[src/rtl/div_seq_unit.sv]
// div_seq_unit: sequential restoring divider for the EX stage; remainder goes to HI and quotient to LO.
// Optional build macro DIV_EARLY_ZERO_EN: a zero divisor retires one cycle after it is accepted.
module div_seq_unit #(
  parameter int WIDTH = 32,
  parameter int CNT_W = 6
) (
  input  logic             clk,
  input  logic             rst,
  input  logic             start,
  input  logic             signed_op,
  input  logic             flush,
  input  logic [WIDTH-1:0] dividend,
  input  logic [WIDTH-1:0] divisor,
  output logic             busy,
  output logic             stall,
  output logic             done,
  output logic             div_by_zero,
  output logic [WIDTH-1:0] hi,
  output logic [WIDTH-1:0] lo
);

  typedef enum logic [1:0] {
    S_IDLE = 2'd0,
    S_CALC = 2'd1,
    S_SIGN = 2'd2,
    S_DONE = 2'd3
  } state_e;

  localparam logic [WIDTH-1:0] ZERO_W   = {WIDTH{1'b0}};
  localparam logic [WIDTH-1:0] ONES_W   = {WIDTH{1'b1}};
  localparam logic [CNT_W-1:0] CNT_ZERO = {CNT_W{1'b0}};
  localparam logic [CNT_W-1:0] CNT_ONE  = {{(CNT_W-1){1'b0}}, 1'b1};
  localparam logic [CNT_W-1:0] CNT_LAST = CNT_W'(WIDTH - 1);

  function automatic logic [WIDTH-1:0] neg_if(input logic [WIDTH-1:0] v, input logic en);
    logic [WIDTH-1:0] r;
    if (en) begin
      r = ~v + {{(WIDTH-1){1'b0}}, 1'b1};
    end else begin
      r = v;
    end
    return r;
  endfunction

  state_e           state_q, state_d;
  logic [CNT_W-1:0] cnt_q, cnt_d;
  logic [WIDTH-1:0] rem_q, rem_d;
  logic [WIDTH-1:0] quo_q, quo_d;
  logic [WIDTH-1:0] dvs_q, dvs_d;
  logic [WIDTH-1:0] dvd_q, dvd_d;
  logic             q_neg_q, q_neg_d;
  logic             r_neg_q, r_neg_d;
  logic             zero_q, zero_d;
  logic [WIDTH-1:0] hi_q, hi_d;
  logic [WIDTH-1:0] lo_q, lo_d;
  logic             dbz_q, dbz_d;
  logic             done_q, done_d;
  logic             busy_q, busy_d;

  logic             a_neg;
  logic             b_neg;
  logic [WIDTH:0]   shifted;
  logic [WIDTH:0]   trial;

  assign a_neg   = signed_op & dividend[WIDTH-1];
  assign b_neg   = signed_op & divisor[WIDTH-1];
  // Trial subtraction is one bit wider so its MSB is the borrow.
  assign shifted = {rem_q, quo_q[WIDTH-1]};
  assign trial   = shifted - {1'b0, dvs_q};

  // Next-state, datapath step and result update.
  always_comb begin
    state_d = state_q;
    cnt_d   = cnt_q;
    rem_d   = rem_q;
    quo_d   = quo_q;
    dvs_d   = dvs_q;
    dvd_d   = dvd_q;
    q_neg_d = q_neg_q;
    r_neg_d = r_neg_q;
    zero_d  = zero_q;
    hi_d    = hi_q;
    lo_d    = lo_q;
    dbz_d   = dbz_q;
    if (flush) begin
      state_d = S_IDLE;
    end else begin
      case (state_q)
        S_IDLE, S_DONE: begin
          if (start) begin
            dvd_d   = dividend;
            rem_d   = ZERO_W;
            quo_d   = neg_if(dividend, a_neg);
            dvs_d   = neg_if(divisor, b_neg);
            q_neg_d = a_neg ^ b_neg;
            r_neg_d = a_neg;
            zero_d  = (divisor == ZERO_W);
            cnt_d   = CNT_ZERO;
`ifdef DIV_EARLY_ZERO_EN
            if (divisor == ZERO_W) begin
              state_d = S_DONE;
              hi_d    = dividend;
              lo_d    = ONES_W;
              dbz_d   = 1'b1;
            end else begin
              state_d = S_CALC;
            end
`else
            state_d = S_CALC;
`endif
          end else begin
            state_d = S_IDLE;
          end
        end
        S_CALC: begin
          if (trial[WIDTH] == 1'b0) begin
            rem_d = trial[WIDTH-1:0];
            quo_d = {quo_q[WIDTH-2:0], 1'b1};
          end else begin
            rem_d = shifted[WIDTH-1:0];
            quo_d = {quo_q[WIDTH-2:0], 1'b0};
          end
          cnt_d = cnt_q + CNT_ONE;
          if (cnt_q == CNT_LAST) begin
            state_d = S_SIGN;
          end else begin
            state_d = S_CALC;
          end
        end
        S_SIGN: begin
          // Sign fix-up is folded into the HI/LO write so results are valid while done is high.
          if (zero_q) begin
            hi_d  = dvd_q;
            lo_d  = ONES_W;
            dbz_d = 1'b1;
          end else begin
            hi_d  = neg_if(rem_q, r_neg_q);
            lo_d  = neg_if(quo_q, q_neg_q);
            dbz_d = 1'b0;
          end
          state_d = S_DONE;
        end
        default: begin
          state_d = S_IDLE;
        end
      endcase
    end
    done_d = (state_d == S_DONE);
    busy_d = (state_d != S_IDLE);
  end

  // State and datapath registers.
  always_ff @(posedge clk or posedge rst) begin
    if (rst) begin
      state_q <= S_IDLE;
      cnt_q   <= CNT_ZERO;
      rem_q   <= ZERO_W;
      quo_q   <= ZERO_W;
      dvs_q   <= ZERO_W;
      dvd_q   <= ZERO_W;
      q_neg_q <= 1'b0;
      r_neg_q <= 1'b0;
      zero_q  <= 1'b0;
      hi_q    <= ZERO_W;
      lo_q    <= ZERO_W;
      dbz_q   <= 1'b0;
      done_q  <= 1'b0;
      busy_q  <= 1'b0;
    end else begin
      state_q <= state_d;
      cnt_q   <= cnt_d;
      rem_q   <= rem_d;
      quo_q   <= quo_d;
      dvs_q   <= dvs_d;
      dvd_q   <= dvd_d;
      q_neg_q <= q_neg_d;
      r_neg_q <= r_neg_d;
      zero_q  <= zero_d;
      hi_q    <= hi_d;
      lo_q    <= lo_d;
      dbz_q   <= dbz_d;
      done_q  <= done_d;
      busy_q  <= busy_d;
    end
  end

  assign busy        = busy_q;
  assign done        = done_q;
  assign div_by_zero = dbz_q;
  assign hi          = hi_q;
  assign lo          = lo_q;
  assign stall       = busy_q | (start & (state_q == S_IDLE));

endmodule

[config.mk]
export PLATFORM = sky130hd
export DESIGN_NAME = div_seq_unit
export DESIGN_NICKNAME = d
export VERILOG_FILES = /design/src/rtl/div_seq_unit.sv
export SDC_FILE = /design/constraint.sdc
export NUM_CORES = 1
export LEC_CHECK = 0
export ABC_AREA = 1
export BUFFER_PORTS_ARGS = -buffer_cell sky130_fd_sc_hd__clkbuf_2
export CAP_MARGIN = 10
export CORE_MARGIN = 2
export CORE_UTILIZATION = 55
export DETAILED_ROUTE_END_ITERATION = 16
export PLACE_DENSITY = 0.75
export SETUP_SLACK_MARGIN = 0.2
export SLEW_MARGIN = 5
export SYNTH_ARGS = -nofsm -noshare
export SYNTH_HDL_FRONTEND = slang
export SYNTH_SLANG_ARGS = --single-unit
[constraint.sdc]
create_clock -name clk -period 7.8 [get_ports clk]
set_input_delay 0.78 -clock clk [delete_from_list [all_inputs] [get_ports clk]]
set_output_delay 0.78 -clock clk [all_outputs]
set_load 0.03 [all_outputs]
==> impl_metrics.yaml, run 1 <==
grt:
  antenna_found_initial: 0
  grtUsageTotal: 0.3293
  grt_pass1_wl_mm: 73.49
  grt-ovfl-total: 0
  grt_max_degree: 105
  grt_pass1_vias: 13680
clocking:
  cts_hold_buf: 0
  cts_post_setup_buffers_inserted: 0
  clock-root-buffer: "clkbuf_16"
  postCtsResizedCells: 0
  clkTransAtPathRegs_ns: 0.06
  cts_buffer_depth: 3
  cts_num_sinks: 206
  cts_tree: "yes"
  cts_buffers: 25
  clk_latency_ns: 0.53
  htreeDepth: 1
critical_path:
  cp-start-kind: "flip-flop"
  r2r_cells: 10
  end_kind: "flip-flop"
  critPathRequiredTime_ns: 8.24
  cp_max_fo: 64
  r2r_slack_ns: 4.50
  rr_startpoint: "state_q[0]"
  crit_type: "reg -> reg"
  crit_start: "state_q[0]"
  crit_end: "quo_q[17]"
  worstPathArrival_ns: 3.74
  rr_endpoint: "quo_q[17]"
finish:
  multi_input_area_mm2: 0.007896
  insertedDiodeCount: 0
  nFillCells: 2525
  fin_nets: 2407
  design_area_mm2: 0.01631
  drive_above_1_share: 0.1054
  area_delta_synth_final_pct: 11.89
  seq_area_mm2: 0.005155
yosys:
  syn_nets: 2304
  synthTopCellsByArea: "dfrtp_1 35%, nand2_1 18%, inv_1 8.1%, nand3_1 6.6%, nor2_1 4.9%"
  async_reset_ff_frac: 1.000
  synth_top_area_cell: "dfrtp_1"
  synth.avg_cell_area_um2: 6.647
  yosysTopAreaCellShare: 0.3536
  synthFlopType: "dfrtp_1"
  synth-seq-cells: 206
  yosys.cell_types.count: 50
  yosys_warnings: 0
  synth-edff-count: 0
  syn-cell-area_mm2: 0.01458
  synth_cells: 2193
  yosysSeqAreaShare: 0.3536
pwr:
  switchingPower_mw: 1.125
  internal_power_mw: 2.140
  seq_power_share: 0.398
  power_frac_clock: 0.363
  comb_power_share: 0.239
  p_leak_nw: 8.782
  ir_drop_v: 0.0002277
  power_density_mw_per_mm2: 200.2
  switching_share: 0.3445
floorplan:
  ios: 137
  start_util: 0.5594
  fp.dieH_um: 166.8
  core_mm2: 0.02606
  placementRows: 59
  die_width_um: 166.8
  dieArea_mm2: 0.02782
placed_design:
  place_area_mm2: 0.01547
  routabilityCongestion: 1.038
  dpl_worst_slack_ns: 4.385
  dp_hpwl_mm: 35.83
  io_buffers: 136
sta:
  fin_crit_sh: 0.4237
  hold_viol_final: 0
  setup_slack_ns: 4.495
  maxSlewHeadroom: 0.2001
  fin_worst_skew_ns: 0.01676
  fmax_mhz: 302.6
  setup_viol: 0
  tightest_slew_ns: 1.200
  slew_viol_final: 0
  whs_ns: 0.3910
  tns_ns: 0
  rsz0062_at_grt: "no"
  period_minus_slack_ns: 3.305
outcome:
  status: "completed"
detailed_routing:
  routed_via_density: 5.587
  ant_nets: 0
  drc: 0
  dr.pass1.iters: 5
  top_layer: "met4"
  drt-total-wl_mm: 46.18
  route.vias.total: 14810
  dr_wl_met3_mm: 4.039
  route.met2.wl_mm: 19.63
  drt_iter0_markers: 1491
  m1WireLength_mm: 21.81
  wl_per_cell_um: 17.43
hold_path:
  min_path_type: "in -> async"
flow_run:
  max-cap-violations: 0
[power by group through the flow]
stage                     Clock [mW]  Combinational [mW]  Sequential [mW]
after CTS                       1.19               0.769             1.29
after global placement             0               0.750             1.31
after global routing            1.24               0.871             1.31
final                           1.18               0.779             1.30
after detailed placement           0               0.764             1.31
after floorplan                    0               0.522             1.29
[worst min-delay path by stage]
| stage | from | cells past startpoint | endpoint |
|---|---|---|---|
| 2_1_floorplan | dvd_q[10] | 2 | dvd_q[10] |
| 3_3_place_gp | dvd_q[8] | 2 | dvd_q[8] |
| 3_5_place_dp | dvd_q[28] | 2 | dvd_q[28] |
| 4_1_cts | rst | 2 | hi[1] |
| 5_1_grt | rst | 2 | hi[1] |
| 6_report | rst | 2 | hi[1] |
[metal layers]
layer,up-vias,track usage
met2,562,0.4907
met5,-,0
met1,6952,0.5048
li1,7244,-
met3,47,0.06131
met4,0,0.05772
[area by class of cell]
type	instances	area share
clock buffers	33	0.04204
inverters	331	0.07663
well taps	335	0.02570
repair buffers	145	0.04587
flip-flops and latches	206	0.3160
clock inverters	13	0.009589
multi-input cells	1587	0.4841
[cell usage in the layout, fill, tap and decap left out, types with 14 or more instances in the layout]
master / instances
nor2_1: 187
a31oi_1: 16
inv_1: 314
nand2_1: 687
dfrtp_1: 206
a22oi_1: 21
xor2_1: 42
clkbuf_2: 136
a21oi_1: 64
nand4_1: 22
o211ai_1: 17
o21ai_0: 109
nand3_1: 193
xnor2_1: 17
ha_1: 41
inv_2: 14
nor3_1: 33
clkbuf_16: 25
[critical path, stage by stage (launching register included)]
cell and delay [ns]:
dfrtp_1 0.35, inv_1 0.08, ha_1 0.37, o21ai_1 0.11
nor2_2 0.37, inv_2 0.56, nor2_2 0.65, inv_2 0.34
a21oi_1 0.19, o21ai_0 0.10, o221ai_1 0.08
[registers in the layout, summed over array words and instances (netlist names), 2 cells and up]
register	cells
cnt_q	6
quo_q	32
dvs_q	32
dvd_q	32
hi	32
lo	32
rem_q	32
state_q	2
[cell usage after synthesis, types with 12 or more instances]
library cell	n
a21oi_1	64
ha_1	41
dfrtp_1	206
nand2_1	687
nor3_1	34
xnor2_1	17
o211ai_1	17
a22oi_1	21
nor2_1	189
nand4_1	22
o221ai_1	13
o21ai_0	109
inv_1	316
o22ai_1	12
xor2_1	42
a31oi_1	16
inv_2	13
clkbuf_1	44
nand3_1	193
buf_2	20
[metrics by stage]
| stage | power, mW | instances | util |
|---|---|---|---|
| after floorplan | 1.811 | 2193 | - |
| after global placement | 2.060 | 2604 | 0.5936 |
| after detailed placement | 2.075 | 2604 | 0.5936 |
| after CTS | 3.255 | 2650 | 0.6259 |
| after global routing | 3.422 | 2650 | 0.6259 |
| final | 3.265 | 2650 | 0.6259 |
[cell families after synthesis]
logic type,after synthesis,synth area share
xor+xnor,59,0.03545
simple gates,1187,0.3452
buf+inv,400,0.1057
flops,206,0.3536
fa+ha+maj,42,0.03656
compound gates,299,0.1234
(Power assumes the default switching activity.)
==> inputs of run 2 (changes only) <==
clock period = 3.3 ns   (was 7.8 ns; I/O delays follow)
==> impl_metrics.yaml, run 2 (synthesized netlist as in run 1, its figures left out) <==
outcome:
  status: "completed"
clocking:
  postCtsResizedCells: 0
  cts_post_setup_buffers_inserted: 0
  cts_tree: "yes"
  cts_buffers: 25
  clkTransAtPathRegs_ns: 0.06
  cts_num_sinks: 206
  clk_latency_ns: 0.53
  clock-root-buffer: "clkbuf_16"
  cts_buffer_depth: 3
  htreeDepth: 1
floorplan:
  start_util: 0.5594
  dieArea_mm2: 0.02782
  fp.dieH_um: 166.8
  ios: 137
  core_mm2: 0.02606
  placementRows: 59
  die_width_um: 166.8
sta:
  slew_viol_final: 0
  tns_ns: 0
  period_minus_slack_ns: 2.700
  fin_worst_skew_ns: 0.02025
  maxSlewHeadroom: 0.2651
  rsz0062_at_grt: "no"
  setup_viol: 0
  hold_viol_final: 0
  fin_crit_sh: 0.8181
  tightest_slew_ns: 1.092
  fmax_mhz: 370.4
detailed_routing:
  drc: 0
  drt_iter0_markers: 1516
  ant_nets: 0
  dr.pass1.iters: 6
  drt-total-wl_mm: 46.60
  route.vias.total: 14830
  routed_via_density: 5.575
  wl_per_cell_um: 17.52
finish:
  final_core_util: 0.6314
  final_common_cell: "nand2_1"
  insertedDiodeCount: 0
  most-common-layout-cells: "687 x nand2_1, 314 x inv_1, 206 x dfrtp_1, 193 x nand3_1, 187 x nor2_1"
  drive_above_1_share: 0.1084
  design_area_mm2: 0.01645
  area_delta_synth_final_pct: 12.87
  fin_nets: 2418
  layout.cells.non_filler: 2660
grt:
  grtUsageTotal: 0.3319
  grt-ovfl-total: 0
  grt_pass1_wl_mm: 73.87
  grt_pass1_vias: 13820
  grt_busiest_layer: "met1"
  met1_usage: 0.5021
  grt_max_degree: 62
  met2_usage: 0.4955
  antenna_found_initial: 0
  use_met3: 0.06274
placed_design:
  dpl.cell_count: 2614
  routabilityCongestion: 0.9941
  place_area_mm2: 0.01560
  dp_hpwl_mm: 36.63
  io_buffers: 136
critical_path:
  end_kind: "flip-flop"
  worstPathArrival_ns: 3.12
  critPathRequiredTime_ns: 3.72
  r2r_cells: 17
  crit_type: "reg -> reg"
  cp-start-kind: "flip-flop"
  cp_max_fo: 26
pwr:
  p_leak_nw: 8.855
  ir_drop_v: 0.0003882
  power_density_mw_per_mm2: 471.9
hold_path:
  worstHoldPathCells: 3
  min_path_type: "in -> reg"
flow_run:
  max-cap-violations: 0
==> run 2: cell types whose count changed in the layout (fill, tap and decap cells not counted), sizes merged <==
cell,before,now
clkbuf,169,168
bufinv,3,4
dlygate4sd3,0,1
buf,9,19
inv,330,331
clkinv,9,7
==> run 2: cell type report <==
class	count	area (um^2)
fill	2499	9605
multi-input combinational	1587	7896
sequential	206	5155
clock buffer	32	661.9
inverter	331	1246
clock inverter	13	178.9
tap	335	419.2
timing repair buffer	156	895.9
==> run 2: power by group <==
| part | total (mW) | switching (mW) | internal [mW] |
|---|---|---|---|
| Sequential | 3.07 | 0.277 | 2.80 |
| Clock | 2.84 | 1.11 | 1.74 |
| Combinational | 1.85 | 1.27 | 0.577 |
==> run 2: final timing paths <==
kind                                   start         to  slack, ns
worst max-delay path               quo_q[31]  rem_q[21]       0.60
worst min register to register     dvd_q[12]  dvd_q[12]       0.47
min in group asynchronous                rst     lo[30]       0.50
max in group asynchronous                rst  rem_q[10]       2.04
worst max register to register     quo_q[31]  rem_q[21]       0.60
worst min-delay path            dividend[29]  dvd_q[29]       0.07
==> run 2: stage by stage <==
step	worst slack (ns)	total power, mW	hold slack [ns]
final	0.6004	7.764	0.07190
after global routing	0.3896	8.150	0.09194
after CTS	0.6287	7.759	0.05792
after detailed placement	0.6128	4.910	0.4585
after global placement	0.6456	4.876	0.4601
after floorplan	0.2977	4.282	0.4422
==> run 2: timing repair <==
| action | 4_1_cts | 5_1_grt |
|---|---|---|
| setup endpoints to repair | 0 | 0 |
| hold buffers | 1 | 0 |
| endpoints found under the hold margin | 31 | 0 |
==> run 2: critical path, cell delays in order (launching register included) <==
cell and delay, ns:
dfrtp_1 0.35, inv_1 0.11, ha_1 0.25, fa_1 0.40, inv_1 0.11, nand2_1 0.05
nand2_1 0.07, nand3_1 0.08, nand2_2 0.11, nand2_1 0.07, nand2_2 0.09, nand2_4 0.08
nand2_4 0.08, nand2_4 0.18, nand2_4 0.31, nand2_1 0.11, nand3_1 0.09, nand2_1 0.05
==> run 2: layer usage <==
metal	routed length, um	part of all wire
met5	0	0
met4	900	0.019
met3	4301	0.092
met2	19700	0.42
met1	21700	0.47
